--- src/rtl/hbit_frame_acc.sv ---
`default_nettype none
// ---------------------------------------------------------------------------
// hbit_frame_acc : sums per-word popcounts over a frame, valid/ready result
// rev 1.0
// ---------------------------------------------------------------------------
module hbit_frame_acc #(
  parameter int DATA_WIDTH = 16,
  parameter int FRAME_LEN  = 64,
  localparam int CNT_W = $clog2(DATA_WIDTH) + 1,
  localparam int WRD_W = $clog2(FRAME_LEN + 1),
  localparam int SUM_W = $clog2(DATA_WIDTH * FRAME_LEN + 1)
) (
  input  logic             clk,
  input  logic             rst,
  input  logic             in_valid,
  output logic             in_ready,
  input  logic [CNT_W-1:0] in_cnt,
  input  logic             in_last,
  output logic             out_valid,
  input  logic             out_ready,
  output logic [SUM_W-1:0] out_sum,
  output logic [WRD_W-1:0] out_words,
  output logic             out_major,
  output logic             out_err
);

  localparam int MAJ_W = SUM_W + 1;

  typedef enum logic [0:0] {
    ACC  = 1'b0,
    HOLD = 1'b1
  } state_t;

  state_t           state;
  logic [SUM_W-1:0] acc_sum;
  logic [WRD_W-1:0] acc_words;
  logic             acc_err;

  logic             accept;
  logic             over;
  logic [CNT_W-1:0] clamped;
  logic [SUM_W-1:0] next_sum;
  logic [WRD_W-1:0] next_words;
  logic             next_err;
  logic             close;
  logic             next_major;

  assign in_ready   = !rst && (state == ACC || out_ready);
  assign accept     = in_valid && in_ready;
  assign over       = in_cnt > CNT_W'(DATA_WIDTH);
  assign clamped    = over ? CNT_W'(DATA_WIDTH) : in_cnt;
  assign next_sum   = acc_sum + SUM_W'(clamped);
  assign next_words = acc_words + WRD_W'(1);
  assign next_err   = acc_err | over;
  assign close      = accept && (in_last || next_words == WRD_W'(FRAME_LEN));
  // 2*sum versus words*DATA_WIDTH, both held in one extra bit so neither wraps
  assign next_major = {next_sum, 1'b0} > (MAJ_W'(next_words) * MAJ_W'(DATA_WIDTH));

  always_ff @(posedge clk) begin
    if (rst) begin
      state     <= ACC;
      acc_sum   <= '0;
      acc_words <= '0;
      acc_err   <= 1'b0;
      out_valid <= 1'b0;
      out_sum   <= '0;
      out_words <= '0;
      out_major <= 1'b0;
      out_err   <= 1'b0;
    end else begin
      if (close) begin
        out_sum   <= next_sum;
        out_words <= next_words;
        out_major <= next_major;
        out_err   <= next_err;
        out_valid <= 1'b1;
        state     <= HOLD;
        acc_sum   <= '0;
        acc_words <= '0;
        acc_err   <= 1'b0;
      end else begin
        if (accept) begin
          acc_sum   <= next_sum;
          acc_words <= next_words;
          acc_err   <= next_err;
        end
        if (state == HOLD && out_ready) begin
          state     <= ACC;
          out_valid <= 1'b0;
        end
      end
    end
  end

endmodule
`default_nettype wire

--- config.mk ---
export PLATFORM = sky130hd
export DESIGN_NAME = hbit_frame_acc
export DESIGN_NICKNAME = d
export VERILOG_FILES = /design/src/rtl/hbit_frame_acc.sv
export SDC_FILE = /design/constraint.sdc
export NUM_CORES = 1
export LEC_CHECK = 0
export CORE_MARGIN = 2
export CORE_UTILIZATION = 55
export CTS_BUF_LIST = sky130_fd_sc_hd__clkbuf_8
export CTS_CLUSTER_SIZE = 12
export DETAILED_ROUTE_END_ITERATION = 12
export GPL_ROUTABILITY_DRIVEN = 0
export HOLD_SLACK_MARGIN = 0.05
export PLACE_DENSITY = 0.78
export SYNTH_ARGS = -nofsm -noshare
export SYNTH_HDL_FRONTEND = slang
export SYNTH_SLANG_ARGS = --single-unit
--- constraint.sdc ---
create_clock -name clk -period 3.7 [get_ports clk]
set_input_delay 0.925 -clock clk [delete_from_list [all_inputs] [get_ports clk]]
set_output_delay 0.925 -clock clk [all_outputs]
set_load 0.05 [all_outputs]
Yosys cells after proc, flatten, opt, wreduce, memory -nomap -nowiden
Cells that the tools add are included.
{"block": "totals", "regBits": 40, "inputBits": 10, "out_inout_bits": 22, "wordCells": 27}
{"block": "classes", "add_sub_neg": 2, "n_lt_le_gt_ge": 2, "n_eq_ne": 1, "mux": 3, "bitwise_logic": 2, "n_reduce_logical": 9}
{"op": "$gt 12x11->1", "count": 1}
{"op": "$add 11x5->11", "count": 1}
{"op": "$add 7x1->7 const B", "count": 1}
{"op": "$eq 7x7->1 const B", "count": 1}
{"op": "$gt 5x5->1 const B", "count": 1}
{"op": "$mux 5", "count": 1}
{"op": "$logic_and 1x1->1", "count": 4}
{"op": "$logic_or 1x1->1", "count": 2}
{"op": "$mux 1", "count": 2}
{"op": "$reduce_bool 2->1", "count": 1}
{"op": "$reduce_or 2->1", "count": 1}
{"op": "$logic_not 1->1", "count": 1}
{"op": "$not 1->1", "count": 1}
{"op": "$or 1x1->1", "count": 1}

Depth between registers and ports, before layout
{"block": "logic_depth", "word_depth": 6, "depth_mapped": 13, "depth_no_buf": 13}

Least setup slack after synthesis
No wires, ideal clock.
{"block": "synth_path", "kind": "input to register", "start": "input in_cnt[0]", "end": "register out_major", "t_arrival_ps": 3295, "t_required_ps": 3564, "setup_slack_ps": 269, "path_stages": 12, "n_path_buf": 0, "path_cell_list": "nor2b_1 > ha_1 > fa_1 > a211oi_1 > o21bai_2 > nand4_1 > xnor2_1 > ha_1 > a21o_1 > a211o_1 > o21ai_0 > a311oi_2"}
{"block": "synth_via", "elab_chain_cells": 4}
{"element": "from (decl)", "line_no": "17", "text": "input logic [CNT_W-1:0] in_cnt,"}
{"element": "$gt 5x5->1", "line_no": "50", "text": "assign over = in_cnt > CNT_W'(DATA_WIDTH);"}
{"element": "$mux 5 (*)", "line_no": "51", "text": "assign clamped = over ? CNT_W'(DATA_WIDTH) : in_cnt;"}
{"element": "$add 11x5->11 (*)", "line_no": "52", "text": "assign next_sum = acc_sum + SUM_W'(clamped);"}
{"element": "named net next_sum[8]", "line_no": "42", "text": "logic [SUM_W-1:0] next_sum;"}
{"element": "$gt 12x11->1 (*)", "line_no": "57", "text": "assign next_major = {next_sum, 1'b0} > (MAJ_W'(next_words) * MAJ_W'(DATA_WIDTH));"}
{"element": "to (signal assigned)", "line_no": "74", "text": "out_major <= next_major;"}
{"element": "to (decl)", "line_no": "23", "text": "output logic out_major,"}
Mark *: on every way through the listed nets, which the timed path passes. The rest lies on a longest branch.
A chain may end at the register's enable or synchronous reset.

Worst setup path after layout
Same ends and word-level chain as after synthesis.

==> out/summary.txt <==
run status = finished clean
num ports = 32
Total Power = 0.999 mW
hold path depth = 2
count of state elements after synthesis = 40
drt wl/cell = 16.6 um
Avg Vias per Cell = 5.85
P_int = 0.742 mW
IO buf count = 31
Hold Path Class = reg -> reg
nets = 333
vias in the first global route = 2005
Worst Hold End = out_sum[1]
dpl hpwl = 4.20 mm
final core occ = 73.3%
Tmin final = 3.70 ns
Critical Path Source = in_cnt[0]
clock latency on the worst-skew pair = 0.30 ns
Root Driver = clkbuf_8
Antenna Nets Post-Route = 0
vias = 2107
clock power share = 39.3%
final setup TNS = 0 ns
TritonCTS clock tree = built
Worst R2R End = out_major
largest net degree at the start of global routing = 20
Unique masters post-synth = 48
r2r setup slk = 0.86 ns
worst reg-to-reg path cell count = 12
Max VDD drop = 0.000227 V
Tcrit/Tclk final = 99.9%
yosys synthesis warning count = 0
CP Class = in -> reg
Final Max Tran Viols = 0
sequential area share after synthesis = 35.5%
Comb pwr share = 16.0%
CTS clk-pin slew, worst paths = 0.07 ns
critical path endpoint category = register
f_max = 271 MHz
1st-iter DRT viols = 147
FP Rows = 23
ys flop type = dfxtp_1
# diodes = 0
share of the synthesized area in the top cell type = 35.5%
Area growth syn-to-layout = 28.9%
synth top area cells = dfxtp_1 35%, ha_1 7.2%, a21oi_1 4.9%
WP data required = 3.83 ns
CTS Buf Count = 5
startpoint types = primary input
NetSw = 0.258 mW
DRC = 0
CP Data Arrival Time = 3.83 ns
CTS sink cnt = 40
pwr/cell area = 343 nW/um^2
final wirelength = 5.98 mm
Finish-stage setup viols = 0
Final Hold Viols = 0
Die Area = 4630 um^2
launching point of the worst reg2reg path = acc_sum[0]
total grt overflow = 0
Syn Nets = 282
hold path startpoint = out_sum[1]
core box area = 3970 um^2
Synth area leader = dfxtp_1
htree depth = 2
first-pass GRT wire length = 9.18 mm
antenna violations before repair = 0
clk buf depth = 2
Initial Util = 56.9%
Chip Width = 68.1 um
Max-Cap Viols = 0
first drt pass iteration count = 4
Async SR Flop Fraction = 0%
Mapped Cells = 258
Worst Skew = 0.00571 ns
Static Leakage = 1.14 nW
sequential share of power = 44.7%
Die Y = 68.1 um
Cells after DPL = 349
number of synthesized flops with an enable pin = 0
Final Non-Filler Cells = 360
Total GRT Usage = 26.5%
synthesized area per cell = 8.75 um^2
layout cells sized above 1 = 21.0%
Worst-Margin Slew = 0.736 ns
Cell Area, Synth = 2260 um^2
Sw Ratio = 25.8%
CP Max Fanout = 2
Rel. slew slack = 50.9%
==> per-stage QoR <==
step	hold WS (ns)	instance area (um^2)	setup WS, ns
2_1_floorplan	0.436	2260	0.269
5_1_grt	0.501	2910	-0.0478
4_1_cts	0.460	2840	0.0114
6_report	0.457	2910	0.00408
3_5_place_dp	0.448	2710	-0.365
3_3_place_gp	0.442	2710	-0.253
==> what timing repair did <==
action,in CTS,in global routing
gates resized for setup,2,14
hold buffers,0,0
pin swaps,0,4
setup buffers,0,3
setup endpoints to repair,1,1
==> layer usage <==
layer  up-vias  routed length, um  global-route usage [%]
met2        88               2880                    42.4
met1       964               2600                    33.3
met4         0                139                    12.0
met3        19                361                    7.07
met5         -                  0                       0
li1       1036                  -                       -
==> worst max-delay path, stage by stage <==
cell	delay [ns]
clkdlybuf4s50_1	0.43
nor2b_1	0.15
ha_2	0.20
fa_2	0.36
buf_4	0.16
a21o_1	0.15
a21oi_1	0.18
xnor2_1	0.18
ha_1	0.30
nor2b_1	0.17
o21a_1	0.18
o21a_1	0.18
o21ai_2	0.17
a311oi_2	0.12
==> Yosys cell counts (2+ instances only) <==
| cell type | number |
|---|---|
| a211oi_1 | 5 |
| nand2_2 | 4 |
| nor3_1 | 8 |
| buf_6 | 4 |
| o21ai_0 | 21 |
| a21bo_1 | 2 |
| inv_1 | 3 |
| ha_1 | 13 |
| and2_1 | 2 |
| nand4_1 | 2 |
| xnor2_1 | 10 |
| nor2b_1 | 5 |
| a22oi_1 | 3 |
| xor2_1 | 4 |
| a2bb2oi_1 | 2 |
| nor2_1 | 20 |
| nand2_1 | 17 |
| buf_2 | 3 |
| a211oi_2 | 4 |
| and3_1 | 5 |
| nand3_1 | 16 |
| a21oi_1 | 22 |
| buf_4 | 3 |
| clkbuf_1 | 2 |
| dfxtp_1 | 40 |
| o21a_1 | 2 |
| a31oi_1 | 3 |
| or3_1 | 8 |
| a21o_1 | 6 |
==> placed cells by master (no fill, tap or decap), drive strengths merged, types with 9 or more instances in the layout <==
| cell | synthesis | routed |
|---|---|---|
| buf | 11 | 27 |
| a21oi | 22 | 22 |
| clkdlybuf4s50 | 0 | 29 |
| nor2 | 21 | 21 |
| a211oi | 9 | 9 |
| o21ai | 22 | 22 |
| dfxtp | 40 | 40 |
| ha | 13 | 13 |
| nand3 | 17 | 17 |
| nand2 | 21 | 21 |
| xnor2 | 10 | 10 |
==> cell families after synthesis <==
family	share of synthesized area, %
buffers and inverters	5.43
xor gates and xnor gates	5.43
adders and majority gates	8.09
DFF	35.5
AOI/OAI and AO/OA	23.5
and+or+nand+nor	22.1
==> registers in the layout, summed over array words and instances (netlist names) <==
signal / flops
acc_sum: 11
out_sum: 11
acc_words: 7
out_words: 7
acc_err: 1
out_err: 1
out_major: 1
state: 1
==> power groups by stage <==
stage | clock network [mW] | registers [mW] | logic, mW
6_report | 0.393 | 0.446 | 0.160
2_1_floorplan | 0 | 0.480 | 0.0710
4_1_cts | 0.397 | 0.446 | 0.151
3_5_place_dp | 0 | 0.456 | 0.149
5_1_grt | 0.420 | 0.447 | 0.169
3_3_place_gp | 0 | 0.456 | 0.145
==> worst max-delay path by stage <==
stage,slack [ns],endpoint,cells after the start
global placement,-0.25,out_major,15
global route,-0.05,out_major,14
finish,0.004,out_major,14
detailed placement,-0.36,out_major,15
CTS,0.01,out_major,14
floorplan,0.27,out_major,12
==> layout make-up <==
type                    count  area, um^2
multi-input cells         201        1390
fillers                   320        1060
flip-flops and latches     40         801
repair buffers             57         518
clock buffers               7        96.3
well taps                  50        62.6
clock inverters             1        30.0
inverters                   4        17.5
Power figures use the tool's default switching activity.
